## config.mk

```make
export PLATFORM = sky130hd
export DESIGN_NAME = iq_feed_ctrl
export DESIGN_NICKNAME = d
export VERILOG_FILES = /design/src/rtl/fm_radio_pkg.sv /design/src/rtl/iq_feed_ctrl.sv
export SDC_FILE = /design/constraint.sdc
export NUM_CORES = 1
export LEC_CHECK = 0
export ABC_AREA = 1
export BUFFER_PORTS_ARGS = -buffer_cell sky130_fd_sc_hd__buf_2
export CORE_ASPECT_RATIO = 0.75
export CORE_MARGIN = 2
export CORE_UTILIZATION = 30
export CTS_CLUSTER_SIZE = 14
export DETAILED_ROUTE_END_ITERATION = 10
export PLACE_DENSITY = 0.52
export SYNTH_ARGS = -nofsm -noshare
export SYNTH_HDL_FRONTEND = slang
export SYNTH_SLANG_ARGS = --single-unit
```

## constraint.sdc

```tcl
create_clock -name clock -period 6.8 [get_ports clock]
set_input_delay 0.34 -clock clock [delete_from_list [all_inputs] [get_ports clock]]
set_output_delay 0.34 -clock clock [all_outputs]
set_load 0.005 [all_outputs]
```

## src/rtl/fm_radio_pkg.sv

```systemverilog
// Shared types and constants for the FM radio receive path.
// The I/Q feed sequencer imports its state encoding and default word sizes from here.
package fm_radio_pkg;

  typedef enum logic [2:0] {
    S_I0,
    S_I1,
    S_Q0,
    S_Q1,
    S_WR
  } iq_feed_state_t;

  localparam int BYTE_SIZE = 8;
  localparam int DATA_SIZE = 16;

endpackage

```

## src/rtl/iq_feed_ctrl.sv

```systemverilog
// Pulls little-endian I/Q byte quads from the upstream byte FIFO and writes each
// assembled sample into the real and imag demod FIFOs together, counting samples written.
module iq_feed_ctrl
  import fm_radio_pkg::*;
#(
  parameter int DATA_SIZE   = fm_radio_pkg::DATA_SIZE,
  parameter int BYTE_SIZE   = fm_radio_pkg::BYTE_SIZE,
  parameter int COUNT_WIDTH = 32
) (
  input  logic                   clock,
  input  logic                   reset,
  input  logic                   enable,
  input  logic [BYTE_SIZE-1:0]   in_dout,
  input  logic                   in_empty,
  output logic                   in_rd_en,
  output logic [DATA_SIZE-1:0]   real_out,
  output logic                   real_wr_en,
  input  logic                   real_full,
  output logic [DATA_SIZE-1:0]   imag_out,
  output logic                   imag_wr_en,
  input  logic                   imag_full,
  output logic [COUNT_WIDTH-1:0] sample_count,
  output logic                   busy
);

  iq_feed_state_t state, next_state;
  logic [BYTE_SIZE-1:0] i_lo, q_lo;
  logic                 write_pair;

  // Low bytes are parked until their high byte arrives, so each word only changes once complete.
  always_ff @(posedge clock or posedge reset) begin
    if (reset) begin
      state        <= S_I0;
      i_lo         <= '0;
      q_lo         <= '0;
      real_out     <= '0;
      imag_out     <= '0;
      sample_count <= '0;
    end else begin
      state <= next_state;
      if (in_rd_en) begin
        case (state)
          S_I0:    i_lo     <= in_dout;
          S_I1:    real_out <= {in_dout, i_lo};
          S_Q0:    q_lo     <= in_dout;
          S_Q1:    imag_out <= {in_dout, q_lo};
          default: ;
        endcase
      end
      if (write_pair) sample_count <= sample_count + COUNT_WIDTH'(1);
    end
  end

  // enable only gates the start of a sample; once a quad has begun it always finishes.
  always_comb begin
    next_state = state;
    in_rd_en   = 1'b0;
    write_pair = 1'b0;
    if (!reset) begin
      case (state)
        S_I0: if (enable && !in_empty) begin
          in_rd_en   = 1'b1;
          next_state = S_I1;
        end
        S_I1: if (!in_empty) begin
          in_rd_en   = 1'b1;
          next_state = S_Q0;
        end
        S_Q0: if (!in_empty) begin
          in_rd_en   = 1'b1;
          next_state = S_Q1;
        end
        S_Q1: if (!in_empty) begin
          in_rd_en   = 1'b1;
          next_state = S_WR;
        end
        S_WR: if (!real_full && !imag_full) begin
          write_pair = 1'b1;
          next_state = S_I0;
        end
        default: next_state = S_I0;
      endcase
    end
  end

  // One shared strobe keeps the two demod channels in lockstep.
  assign real_wr_en = write_pair;
  assign imag_wr_en = write_pair;
  assign busy       = (state != S_I0);

endmodule

```

Word level (Yosys, flattened, before mapping)

Cells that the tools add are included.
Widths: inputs -> output; s select.

Register bits after elaboration: 83
Output and inout bits: 68
Logic and storage cells: 43

Mux-type cells: 13
Add/sub/neg operators: 1
Eq/ne operators: 9
Bitwise gates (word level): 1
Reduce and logical (&&, ||, !) cells: 13

Operator list:

| cell                  | count |
|---|---|
| $add 32x1->32 const B | 1 |
| $mux 3                | 5 |
| $pmux 3 s5            | 1 |
| $ne 2x2->1 const B    | 5 |
| $reduce_and 2->1      | 4 |
| $eq 3x2->1 const B    | 2 |
| $mux 1                | 6 |
| $reduce_and 6->1      | 1 |
| $eq 3x1->1 const B    | 1 |
| $eq 3x3->1 const B    | 1 |
| $logic_not 1->1       | 3 |
| $logic_not 3->1       | 1 |
| $reduce_bool 3->1     | 1 |
| $reduce_or 3->1       | 1 |
| $logic_and 1x1->1     | 2 |
| $pmux 1 s2            | 1 |
| $not 1->1             | 1 |

Longest topological paths before layout

Gate-level depths: netlist (run 1).

Depth after elaboration: 6
Mapped depth: 9
Depth with buffers taken out: 9

Least setup slack after synthesis (run 1)

OpenSTA, ideal clock, no wires.

Kind: input port to output port
Start point: in reset
End point: out real_wr_en
Required time: 6.460 ns
Slack: 3.451 ns
Arrival: 3.009 ns
Cell stages on the path: 5
Buffers on the path: 2
Cells stage by stage: inv_1 -> nand2_1 -> nor2_8 -> buf_8 -> buf_4

Longest elaborated chain between the ends: 1

RTL lines:

| element         | line               | RTL |
|---|---|---|
| start, declared | iq_feed_ctrl.sv:11 | `input logic reset,` |
| $mux 1          | iq_feed_ctrl.sv:59 | `if (!reset) begin` |
| end, declared   | iq_feed_ctrl.sv:17 | `output logic real_wr_en,` |

Every way passes these cells.

Worst setup path after layout (run 1)

Start point: in reset
End point: out imag_wr_en

Longest elaborated chain between the ends: 1

RTL lines:

| element       | line               | RTL |
|---|---|---|
| $mux 1        | iq_feed_ctrl.sv:59 |  |
| end, declared | iq_feed_ctrl.sv:20 | `output logic imag_wr_en,` |

Every way passes these cells.

==> flow_metrics.py, run 1 <==
metrics = {
    "sta": {
        "finalHoldViolCount": 0,
        "max_freq_mhz": 408,
        "final-max-slew-violation-count": 0,
        "rsz0062_at_grt": "false",
        "slew_headroom_pct": 27.5,
        "worstMarginPinSlew_ns": 1.09,
        "final_min_period_over_clock_period_pct": 36.0,
        "setup_tns_ns": 0,
        "fin_crit_ns": 2.45,
        "setup_viol": 0,
        "skew_ns": 0.00560,
    },
    "min_path": {
        "worstHoldStart": "in_dout[1]",
        "hold_end": "real_out[9]$_DFFE_PP0P_",
        "hold_path.class": "in -> reg",
        "hold_path_depth": 3,
    },
    "logic_synthesis": {
        "synth_cell_types": 34,
        "ys_seq_area_share_pct": 53.5,
        "syn_avg_cell_area_um2": 8.71,
        "synth_fp_nets": 461,
        "ys_ff_latch": 83,
        "postSynthCellCount": 446,
        "ys_warn_count": 0,
        "synth_area_um2": 3880,
    },
    "finish": {
        "diodes": 0,
        "seq_area_um2": 2080,
        "multi_input_area_um2": 1510,
        "drive_gt1_share_pct": 24.7,
        "nNetsFinal": 545,
        "syn_to_final_growth_pct": 23.9,
        "fillCellCount": 1299,
        "fin_util_pct": 38.7,
    },
    "pwr": {
        "total_power_mw": 1.68,
        "max-vdd-ir-drop_v": 0.000159,
        "leakage_nw": 2.56,
        "power_density_nw_per_um2": 350,
    },
    "route": {
        "drc": 0,
        "wl_per_cell_um": 12.8,
        "initialDrtViolationCount": 165,
        "vias_per_cell": 4.43,
        "wl_um": 8970,
        "drtPass1Iterations": 4,
        "vias": 3102,
        "drt.antenna.violating_nets": 0,
    },
    "floorplan": {
        "ios": 82,
        "core_um2": 12400,
        "dieArea_um2": 13900,
        "rows": 35,
        "die_x_um": 135,
        "fp.dieH_um": 103,
        "start_util_pct": 31.2,
    },
    "critical_path": {
        "ff2ff_path_depth": 6,
        "cp_max_fo": 84,
        "start_kind": "input pin",
        "crit_required_ns": 6.46,
        "r2r_end": "real_out[14]$_DFFE_PP0P_",
        "critPathKind": "in -> out",
        "r2r_start": "state[2]$_DFFE_PP0P_",
        "cp-end-kind": "output port",
        "crit_arrival_ns": 2.11,
        "r2r_slack_ns": 4.73,
    },
    "clock_tree": {
        "cts_sinks": 83,
        "cts_root_buf": "clkbuf_16",
        "tritoncts": "yes",
        "numCtsBuffers": 9,
        "hold_buffers": 0,
        "path_clk_slew_ns": 0.06,
        "insertion_delay_ns": 0.33,
        "ctsHtreeMaxLevel": 3,
        "cts_buffer_depth": 2,
        "postCtsResizedCells": 0,
        "postCtsSetupRepairBufs": 0,
    },
    "outcome": {
        "outcome": "finished clean",
    },
    "place": {
        "globalplace.congestion": 0.756,
        "port_buffers": 81,
        "place_hpwl_um": 6670,
    },
    "run": {
        "cap_violations": 0,
    },
    "grt": {
        "overflow": 0,
        "grt_max_degree": 85,
        "grt.total_usage_pct": 13.8,
        "grt_pass1_wl_um": 15000,
        "grt_pass1_vias": 2859,
        "antenna_found_initial": 0,
    },
}
-- final cells by class --
cell class / instances / share of cell area, %
Timing Repair Buffer: 82 / 8.58
Multi-Input combinational cell: 292 / 31.3
Sequential cell: 83 / 43.2
Tap cell: 166 / 4.32
Clock buffer: 10 / 4.97
Clock inverter: 6 / 2.83
Inverter: 62 / 4.86
-- critical path: stages --
cell and delay [ns]:
buf_2 0.13, clkinv_2 0.04, buf_4 0.79, nand2_1 0.30, nor2_8 0.31, buf_2 0.18
-- routing by layer --
| layer | track usage, % | wire length [um] |
|---|---|---|
| met2 | 19.4 | 3710 |
| met4 | 3.93 | 88 |
| met1 | 21.2 | 4770 |
| met5 | 0 | 0 |
| met3 | 3.00 | 395 |
-- flip-flops by register name, indices dropped and copies added (netlist names) --
signal and flops:
sample_count 32, q_lo 8, real_out 16, i_lo 8, imag_out 16, state 3
-- synthesized netlist by cell type, drive strengths merged --
master / count / area [um2]
nor3: 6 / 41.3
ha: 1 / 12.5
o211ai: 1 / 7.51
mux2: 8 / 90.1
o21ai: 38 / 213
nor2: 39 / 198
xnor2: 8 / 70.1
o22ai: 1 / 6.26
inv: 62 / 233
buf: 8 / 63.8
dfrtp: 83 / 2080
nand4: 7 / 50.1
nand2: 135 / 519
o21bai: 1 / 7.51
clkbuf: 1 / 3.75
a21oi: 1 / 8.76
nand3b: 1 / 7.51
xor2: 5 / 43.8
nand3: 40 / 230
-- worst max path at each step --
stage / from / cells after the start / slack (ns) / to
CTS: reset / 6 / 4.23 / imag_wr_en
global placement: reset / 10 / 4.08 / sample_count[28]$_DFFE_PP0P_
floorplan: reset / 5 / 3.45 / real_wr_en
detailed placement: reset / 10 / 4.01 / sample_count[24]$_DFFE_PP0P_
global route: reset / 6 / 4.05 / imag_wr_en
finish: reset / 6 / 4.35 / imag_wr_en
-- per-stage QoR --
| stage | cell area (um2) | setup slack, ns | hold WS, ns | instances |
|---|---|---|---|---|
| floorplan | 3880 | 3.45 | 0.449 | 446 |
| global placement | 4440 | 4.08 | 0.455 | 685 |
| detailed placement | 4440 | 4.01 | 0.457 | 685 |
| CTS | 4810 | 4.23 | 0.297 | 701 |
| global route | 4810 | 4.05 | 0.297 | 701 |
| finish | 4810 | 4.35 | 0.302 | 701 |
-- cells in the final DEF (no fill, tap or decap), types with 3 or more instances in the layout --
master,Yosys,final
nor2_4,3,3
clkbuf_16,0,9
nand2_1,132,132
nor2_1,30,30
nor3_1,5,5
dfrtp_1,83,83
nand3_1,37,37
mux2_2,8,8
buf_2,3,81
o21ai_0,30,30
nand4_1,6,6
xor2_1,5,5
nor2_2,5,5
bufinv_16,0,4
inv_1,61,60
o21ai_2,6,6
xnor2_1,8,8
-- kinds of logic (layout without fill, tap and decap cells) --
group                      after synthesis  count (layout)  synth area share (%)
and+or+nand+nor                        228             228                  26.9
DFF                                     83              83                  53.5
muxes                                    8               8                  2.32
adders and majority gates                1               1                 0.322
buffers and inverters                   71             160                  7.73
AOI/OAI and AO/OA                       42              42                  6.25
xor gates and xnor gates                13              13                  2.93
-- report_power, final --
group          internal [mW]  total [mW]  switching, mW
Sequential             0.637       0.727         0.0904
Combinational          0.158       0.351          0.193
Clock                  0.407       0.605          0.199
Total                   1.20        1.68          0.482
No activity file was read; power rests on OpenSTA's default activity.
==> inputs of run 2 (changes only) <==
--- a/config.mk
+++ b/config.mk
@@ -5,14 +5,14 @@
 export SDC_FILE = /design/constraint.sdc
 export NUM_CORES = 1
 export LEC_CHECK = 0
-export ABC_AREA = 1
+export ABC_AREA = 0
 export BUFFER_PORTS_ARGS = -buffer_cell sky130_fd_sc_hd__buf_2
 export CORE_ASPECT_RATIO = 0.75
 export CORE_MARGIN = 2
 export CORE_UTILIZATION = 30
 export CTS_CLUSTER_SIZE = 14
 export DETAILED_ROUTE_END_ITERATION = 10
-export PLACE_DENSITY = 0.52
+export PLACE_DENSITY = 0.55
 export SYNTH_ARGS = -nofsm -noshare
 export SYNTH_HDL_FRONTEND = slang
 export SYNTH_SLANG_ARGS = --single-unit
==> constraint.sdc (replaced) <==
create_clock -name clock -period 2.14 [get_ports clock]
set_input_delay 0.107 -clock clock [delete_from_list [all_inputs] [get_ports clock]]
set_output_delay 0.107 -clock clock [all_outputs]
set_load 0.005 [all_outputs]
==> run 2 against run 1 <==
Net effect: first-iteration DRC count decreased by 26%; critical endpoint is now sample_count[31]$_DFFE_PP0P_; largest power group unchanged; clock power increased to 2.5 times the previous value; critical path type is now reg -> reg; cell area decreased by 9.7%; sequential share of layout area increased by 4.6 points; global-route usage decreased by 1.5 points; combinational power increased to 3.0 times the previous value; non-clock buffer count increased by 6; die area decreased by 11%; routed wire length decreased by 21%; synthesized cell count decreased by 43%.
==> flow_metrics.py, run 2 <==
metrics = {
    "logic_synthesis": {
        "ys_ff_latch": 83,
        "ys_warn_count": 0,
        "synth_area_um2": 3430,
        "synth_top_area_share_pct": 60.5,
        "synth_top_cell_by_area": "dfrtp_1",
        "ys_seq_area_share_pct": 60.5,
        "synth_cell_types": 33,
        "synth_area_leaders": "dfrtp_1 (61%), mux2_2 (16%), xnor2_1 (4.8%)",
        "synth_common_cells": "dfrtp_1 (83), mux2_2 (49), xnor2_1 (19)",
        "synth_fp_nets": 267,
        "synthArstFlopShare_pct": 100,
        "syn_avg_cell_area_um2": 13.6,
        "yosysMostFrequentCell": "dfrtp_1",
        "synth_ff_type": "dfrtp_1",
        "synth_edf_count": 0,
        "postSynthCellCount": 252,
    },
    "route": {
        "wl_per_cell_um": 14.5,
        "wl_um": 7100,
        "drc": 0,
        "drt.antenna.violating_nets": 0,
        "drtPass1Iterations": 4,
        "vias_per_cell": 4.64,
        "vias": 2276,
        "initialDrtViolationCount": 122,
    },
    "critical_path": {
        "crit_arrival_ns": 2.11,
        "worst_path_max_delay_cell": "dfrtp_1",
        "cp_max_fo": 9,
        "critPathKind": "reg -> reg",
        "cp_top_family": "simple AND/OR/NAND/NOR gates",
        "crit_required_ns": 2.36,
        "worstPathCellList": "nor4_4, nand3_4, nor4_4, nand4_1, xnor2_1",
        "worst-path-buf-inv": 0,
        "path_common_cell": "nor4_4",
        "start_kind": "register",
        "cp_slowest_stage_delay_ns": 0.47,
        "cp-end-kind": "register",
    },
    "run": {
        "cap_violations": 0,
    },
    "clock_tree": {
        "cts_sinks": 83,
        "numCtsBuffers": 9,
        "cts_buffer_depth": 2,
        "insertion_delay_ns": 0.33,
        "tritoncts": "yes",
        "path_clk_slew_ns": 0.06,
        "postCtsResizedCells": 0,
        "cts_root_buf": "clkbuf_16",
        "ctsHtreeMaxLevel": 3,
    },
    "sta": {
        "worstMarginPinSlew_ns": 0.503,
        "max_freq_mhz": 529,
        "setup_tns_ns": 0,
        "setup_viol": 0,
        "skew_ns": 0.00488,
        "final-max-slew-violation-count": 0,
        "final_min_period_over_clock_period_pct": 88.3,
        "slew_headroom_pct": 66.4,
        "rsz0062_at_grt": "false",
        "finalHoldViolCount": 0,
        "fin_crit_ns": 1.89,
    },
    "grt": {
        "grt_pass1_vias": 2275,
        "antenna_found_initial": 0,
        "grt.total_usage_pct": 12.3,
        "grt_max_degree": 84,
        "grt_pass1_wl_um": 11900,
        "overflow": 0,
    },
    "floorplan": {
        "fp.dieH_um": 96.6,
        "core_um2": 11000,
        "dieArea_um2": 12300,
        "rows": 33,
        "ios": 82,
        "die_x_um": 128,
        "start_util_pct": 31.1,
    },
    "pwr": {
        "total_power_mw": 4.82,
        "power_frac_comb_pct": 21.6,
        "switchingPower_mw": 1.26,
        "switching_share_pct": 26.0,
        "p_int_mw": 3.57,
        "max-vdd-ir-drop_v": 0.000439,
        "leakage_nw": 2.20,
        "p_clk_share_pct": 31.5,
        "power_frac_seq_pct": 46.9,
        "power_density_nw_per_um2": 1110,
    },
    "finish": {
        "fin_util_pct": 39.4,
        "largest_reg_flops": 32,
        "nNetsFinal": 360,
        "final_common_cell": "dfrtp_1",
        "final_cell_mix": "dfrtp_1 (83), buf_2 (81), mux2_2 (49)",
        "reg.largest.list": "sample_count (32), imag_out (16), real_out (16)",
        "syn_to_final_growth_pct": 26.6,
        "design_area_um2": 4340,
        "diodes": 0,
        "multi_input_area_um2": 1310,
        "stdcell_count": 490,
        "drive_gt1_share_pct": 45.4,
        "fillCellCount": 1087,
        "seq_area_um2": 2080,
        "regMostFlops": "sample_count",
    },
    "place": {
        "dpl_cell_area_um2": 4040,
        "globalplace.congestion": 0.708,
        "dp_cells": 473,
        "port_buffers": 81,
        "place_hpwl_um": 5060,
    },
    "outcome": {
        "outcome": "finished clean",
    },
    "min_path": {
        "hold_path.class": "in -> reg",
    },
}
run 2: metal layers:
metal | GRT usage (%) | part of all wire, % | routed length [um]
met4 | 4.31 | 1.5 | 104
met5 | 0 | 0 | 0
met2 | 17.3 | 43 | 3030
met1 | 17.6 | 50 | 3540
met3 | 4.04 | 5.9 | 420
run 2: timing repair:
| item | in CTS | in global routing |
|---|---|---|
| endpoints found under the hold margin | 83 | 0 |
| hold buffers | 1 | 0 |
| buffers inserted | 0 | 0 |
run 2: cells by family (layout without fill, tap and decap cells):
kind of cell / after synthesis / after routing / synth area share (%)
adder cells (fa/ha/maj): 1 / 1 / 0.365
buffers and inverters: 9 / 107 / 1.35
AO/OA/AOI/OAI: 7 / 7 / 1.31
XOR/XNOR: 31 / 31 / 7.91
flip-flops: 83 / 83 / 60.5
AND/OR/NAND/NOR: 72 / 72 / 12.5
multiplexers: 49 / 49 / 16.1
run 2: path summary, 6_finish.rpt:
path / start / to / slack, ns / cells past startpoint
worst max register to register: state[1]$_DFFE_PP0P_ / sample_count[31]$_DFFE_PP0P_ / 0.25 / 5
worst min-delay path: in_dout[4] / real_out[12]$_DFFE_PP0P_ / 0.05 / 2
worst min register to register: sample_count[31]$_DFFE_PP0P_ / sample_count[31]$_DFFE_PP0P_ / 0.49 / 1
max in group asynchronous: reset / sample_count[14]$_DFFE_PP0P_ / 1.29 / 4
worst max-delay path: state[1]$_DFFE_PP0P_ / sample_count[31]$_DFFE_PP0P_ / 0.25 / 5
min in group asynchronous: reset / sample_count[4]$_DFFE_PP0P_ / 0.49 / 4
run 2: layout make-up:
class	instances	share of cell area, %
Tap cell	140	4.03
Clock buffer	10	5.27
Inverter	3	0.346
Sequential cell	83	47.8
Multi-Input combinational cell	160	30.1
Clock inverter	6	1.53
Timing Repair Buffer	88	10.9
run 2: power groups by stage:
stage | logic, mW | clock network (mW) | registers, mW
after floorplan | 0.621 | 0 | 2.27
after global placement | 1.04 | 0 | 2.28
after detailed placement | 1.06 | 0 | 2.30
after CTS | 1.07 | 1.57 | 2.27
after global routing | 1.15 | 1.64 | 2.33
final | 1.04 | 1.52 | 2.26
run 2: stage by stage:
stage | hold WS, ns | setup WS, ns
floorplan | 0.257 | 0.387
global placement | 0.339 | 0.291
detailed placement | 0.345 | 0.266
CTS | 0.0366 | 0.244
global route | 0.0496 | 0.0395
finish | 0.0492 | 0.250
==> inputs of run 3 (changes only) <==
--- a/config.mk
+++ b/config.mk
@@ -8,8 +8,8 @@
 export ABC_AREA = 0
 export BUFFER_PORTS_ARGS = -buffer_cell sky130_fd_sc_hd__buf_2
 export CORE_ASPECT_RATIO = 0.75
-export CORE_MARGIN = 2
 export CORE_UTILIZATION = 30
+export CTS_BUF_LIST = sky130_fd_sc_hd__clkbuf_8
 export CTS_CLUSTER_SIZE = 14
 export DETAILED_ROUTE_END_ITERATION = 10
 export PLACE_DENSITY = 0.55
==> run 3 against run 2 <==
Net effect: the run now ends with design-rule violations left; clock skew is 0.0024 ns higher; register-to-register slack got worse by 0.03 ns; worst setup slack got worse by 0.029 ns; routed wire length decreased by 2.5%; final cell count rose by 0.20%; clock power shrank 17%; cell area is 1.4% lower; sequential share of layout area increased by 0.70 points; via count up 0.35%; critical path type unchanged; largest cell class unchanged.
==> flow_metrics.py, run 3 (same netlist as run 2, synthesis figures left out) <==
metrics = {
    "finish": {
        "nNetsFinal": 361,
        "reg.largest.list": "sample_count (32), imag_out (16), real_out (16)",
        "largest_reg_flops": 32,
        "final_cell_mix": "dfrtp_1 (83), buf_2 (81), mux2_2 (49)",
        "regMostFlops": "sample_count",
        "drive_gt1_share_pct": 45.9,
        "diodes": 0,
        "final_common_cell": "dfrtp_1",
        "fillCellCount": 1076,
        "syn_to_final_growth_pct": 24.8,
    },
    "pwr": {
        "max-vdd-ir-drop_v": 0.000399,
        "power_frac_seq_pct": 49.6,
        "p_clk_share_pct": 27.7,
        "leakage_nw": 2.18,
        "power_frac_comb_pct": 22.7,
        "switching_share_pct": 26.5,
        "total_power_mw": 4.56,
        "power_density_nw_per_um2": 1070,
        "p_int_mw": 3.35,
        "switchingPower_mw": 1.21,
    },
    "min_path": {
        "worstHoldStart": "in_dout[1]",
        "hold_path_depth": 2,
        "hold_path.class": "in -> reg",
        "hold_end": "i_lo[1]$_DFFE_PP0P_",
    },
    "route": {
        "drc": 4,
        "drt.antenna.violating_nets": 0,
        "initialDrtViolationCount": 84,
        "vias_per_cell": 4.65,
        "drtPass1Iterations": 7,
        "wl_per_cell_um": 14.1,
        "vias": 2284,
        "wl_um": 6920,
    },
    "clock_tree": {
        "cts_buffer_depth": 2,
        "cts_sinks": 83,
        "numCtsBuffers": 9,
        "cts_root_buf": "clkbuf_8",
        "tritoncts": "yes",
        "path_clk_slew_ns": 0.08,
        "ctsHtreeMaxLevel": 3,
        "hold_buffers": 1,
        "insertion_delay_ns": 0.36,
        "postCtsResizedCells": 0,
        "postCtsSetupRepairBufs": 0,
    },
    "run": {
        "cap_violations": 0,
    },
    "floorplan": {
        "core_um2": 11000,
        "start_util_pct": 31.1,
        "rows": 33,
        "fp.dieH_um": 94.6,
        "ios": 82,
        "dieArea_um2": 11900,
        "die_x_um": 126,
    },
    "critical_path": {
        "cp_max_fo": 9,
        "r2r_start": "state[1]$_DFFE_PP0P_",
        "worst_path_max_delay_cell": "dfrtp_1",
        "cp_slowest_stage_delay_ns": 0.48,
        "r2r_end": "sample_count[31]$_DFFE_PP0P_",
        "cp.depth": 5,
        "crit_required_ns": 2.39,
        "path_common_cell": "nor4_4",
        "crit_arrival_ns": 2.17,
        "ff2ff_path_depth": 5,
        "start_kind": "register",
        "cp-end-kind": "register",
        "cp_top_family": "simple AND/OR/NAND/NOR gates",
        "critPathKind": "reg -> reg",
        "worst-path-buf-inv": 0,
        "worstPathCellList": "nor4_4, nand3_4, nor4_4, nand4_1, xnor2_1",
        "r2r_slack_ns": 0.22,
    },
    "sta": {
        "fin_crit_ns": 1.92,
        "slew_headroom_pct": 70.7,
        "finalHoldViolCount": 0,
        "final-max-slew-violation-count": 0,
        "worstMarginPinSlew_ns": 0.440,
        "setup_viol": 0,
        "max_freq_mhz": 521,
        "setup_tns_ns": 0,
        "skew_ns": 0.00725,
        "final_min_period_over_clock_period_pct": 89.7,
        "rsz0062_at_grt": "false",
    },
    "grt": {
        "grt_max_degree": 84,
        "overflow": 0,
        "grt_pass1_vias": 2275,
        "antenna_found_initial": 0,
        "grt.total_usage_pct": 13.0,
        "grt_pass1_wl_um": 11800,
    },
    "place": {
        "globalplace.congestion": 0.755,
        "place_hpwl_um": 4910,
        "port_buffers": 81,
    },
    "outcome": {
        "outcome": "finished with violations",
        "violations": "design-rule violations",
    },
}
==> run 3: worst max-delay path by stage <==
stage / from / endpoint
after global placement: state[1]$_DFFE_PP0P_ / sample_count[31]$_DFFE_PP0P_
after CTS: state[1]$_DFFE_PP0P_ / sample_count[31]$_DFFE_PP0P_
after global routing: state[1]$_DFFE_PP0P_ / sample_count[31]$_DFFE_PP0P_
final: state[1]$_DFFE_PP0P_ / sample_count[31]$_DFFE_PP0P_
after floorplan: state[0]$_DFFE_PP0P_ / sample_count[31]$_DFFE_PP0P_
after detailed placement: state[1]$_DFFE_PP0P_ / sample_count[31]$_DFFE_PP0P_
==> run 3: routing by layer <==
| layer | track usage, % | up-vias | part of all wire [%] |
|---|---|---|---|
| met4 | 5.79 | 0 | 1.6 |
| met1 | 17.3 | 1160 | 49 |
| met5 | 0 | - | 0 |
| li1 | - | 1066 | - |
| met3 | 4.31 | 8 | 5.0 |
| met2 | 19.2 | 50 | 44 |
==> run 3: area by class of cell <==
type                            instances  area (um2)  share of cell area, %
Timing Repair Buffer                   89         480                   11.2
Tap cell                              140         175                   4.09
Sequential cell                        83        2080                   48.5
Clock buffer                           10         138                   3.21
Multi-Input combinational cell        160        1310                   30.6
Clock inverter                          6        87.6                   2.05
Inverter                                3        15.0                  0.351
==> run 3: power groups by stage <==
stage / clock [mW] / combinational (mW) / sequential (mW)
final: 1.26 / 1.04 / 2.26
after global routing: 1.39 / 1.15 / 2.33
after CTS: 1.31 / 1.06 / 2.27
after detailed placement: 0 / 1.06 / 2.30
after global placement: 0 / 1.04 / 2.28
after floorplan: 0 / 0.621 / 2.27
==> run 3: metrics by stage <==
stage | hold slack [ns] | area, um2 | setup WS [ns] | utilization, % | cells
floorplan | 0.257 | 3440 | 0.387 | - | 252
global placement | 0.328 | 4050 | 0.278 | 36.7 | 474
detailed placement | 0.336 | 4050 | 0.206 | 36.7 | 474
CTS | 0.0117 | 4280 | 0.200 | 38.8 | 491
global route | 0.0107 | 4280 | 0.0605 | 38.8 | 491
finish | 0.0294 | 4280 | 0.220 | 38.8 | 491
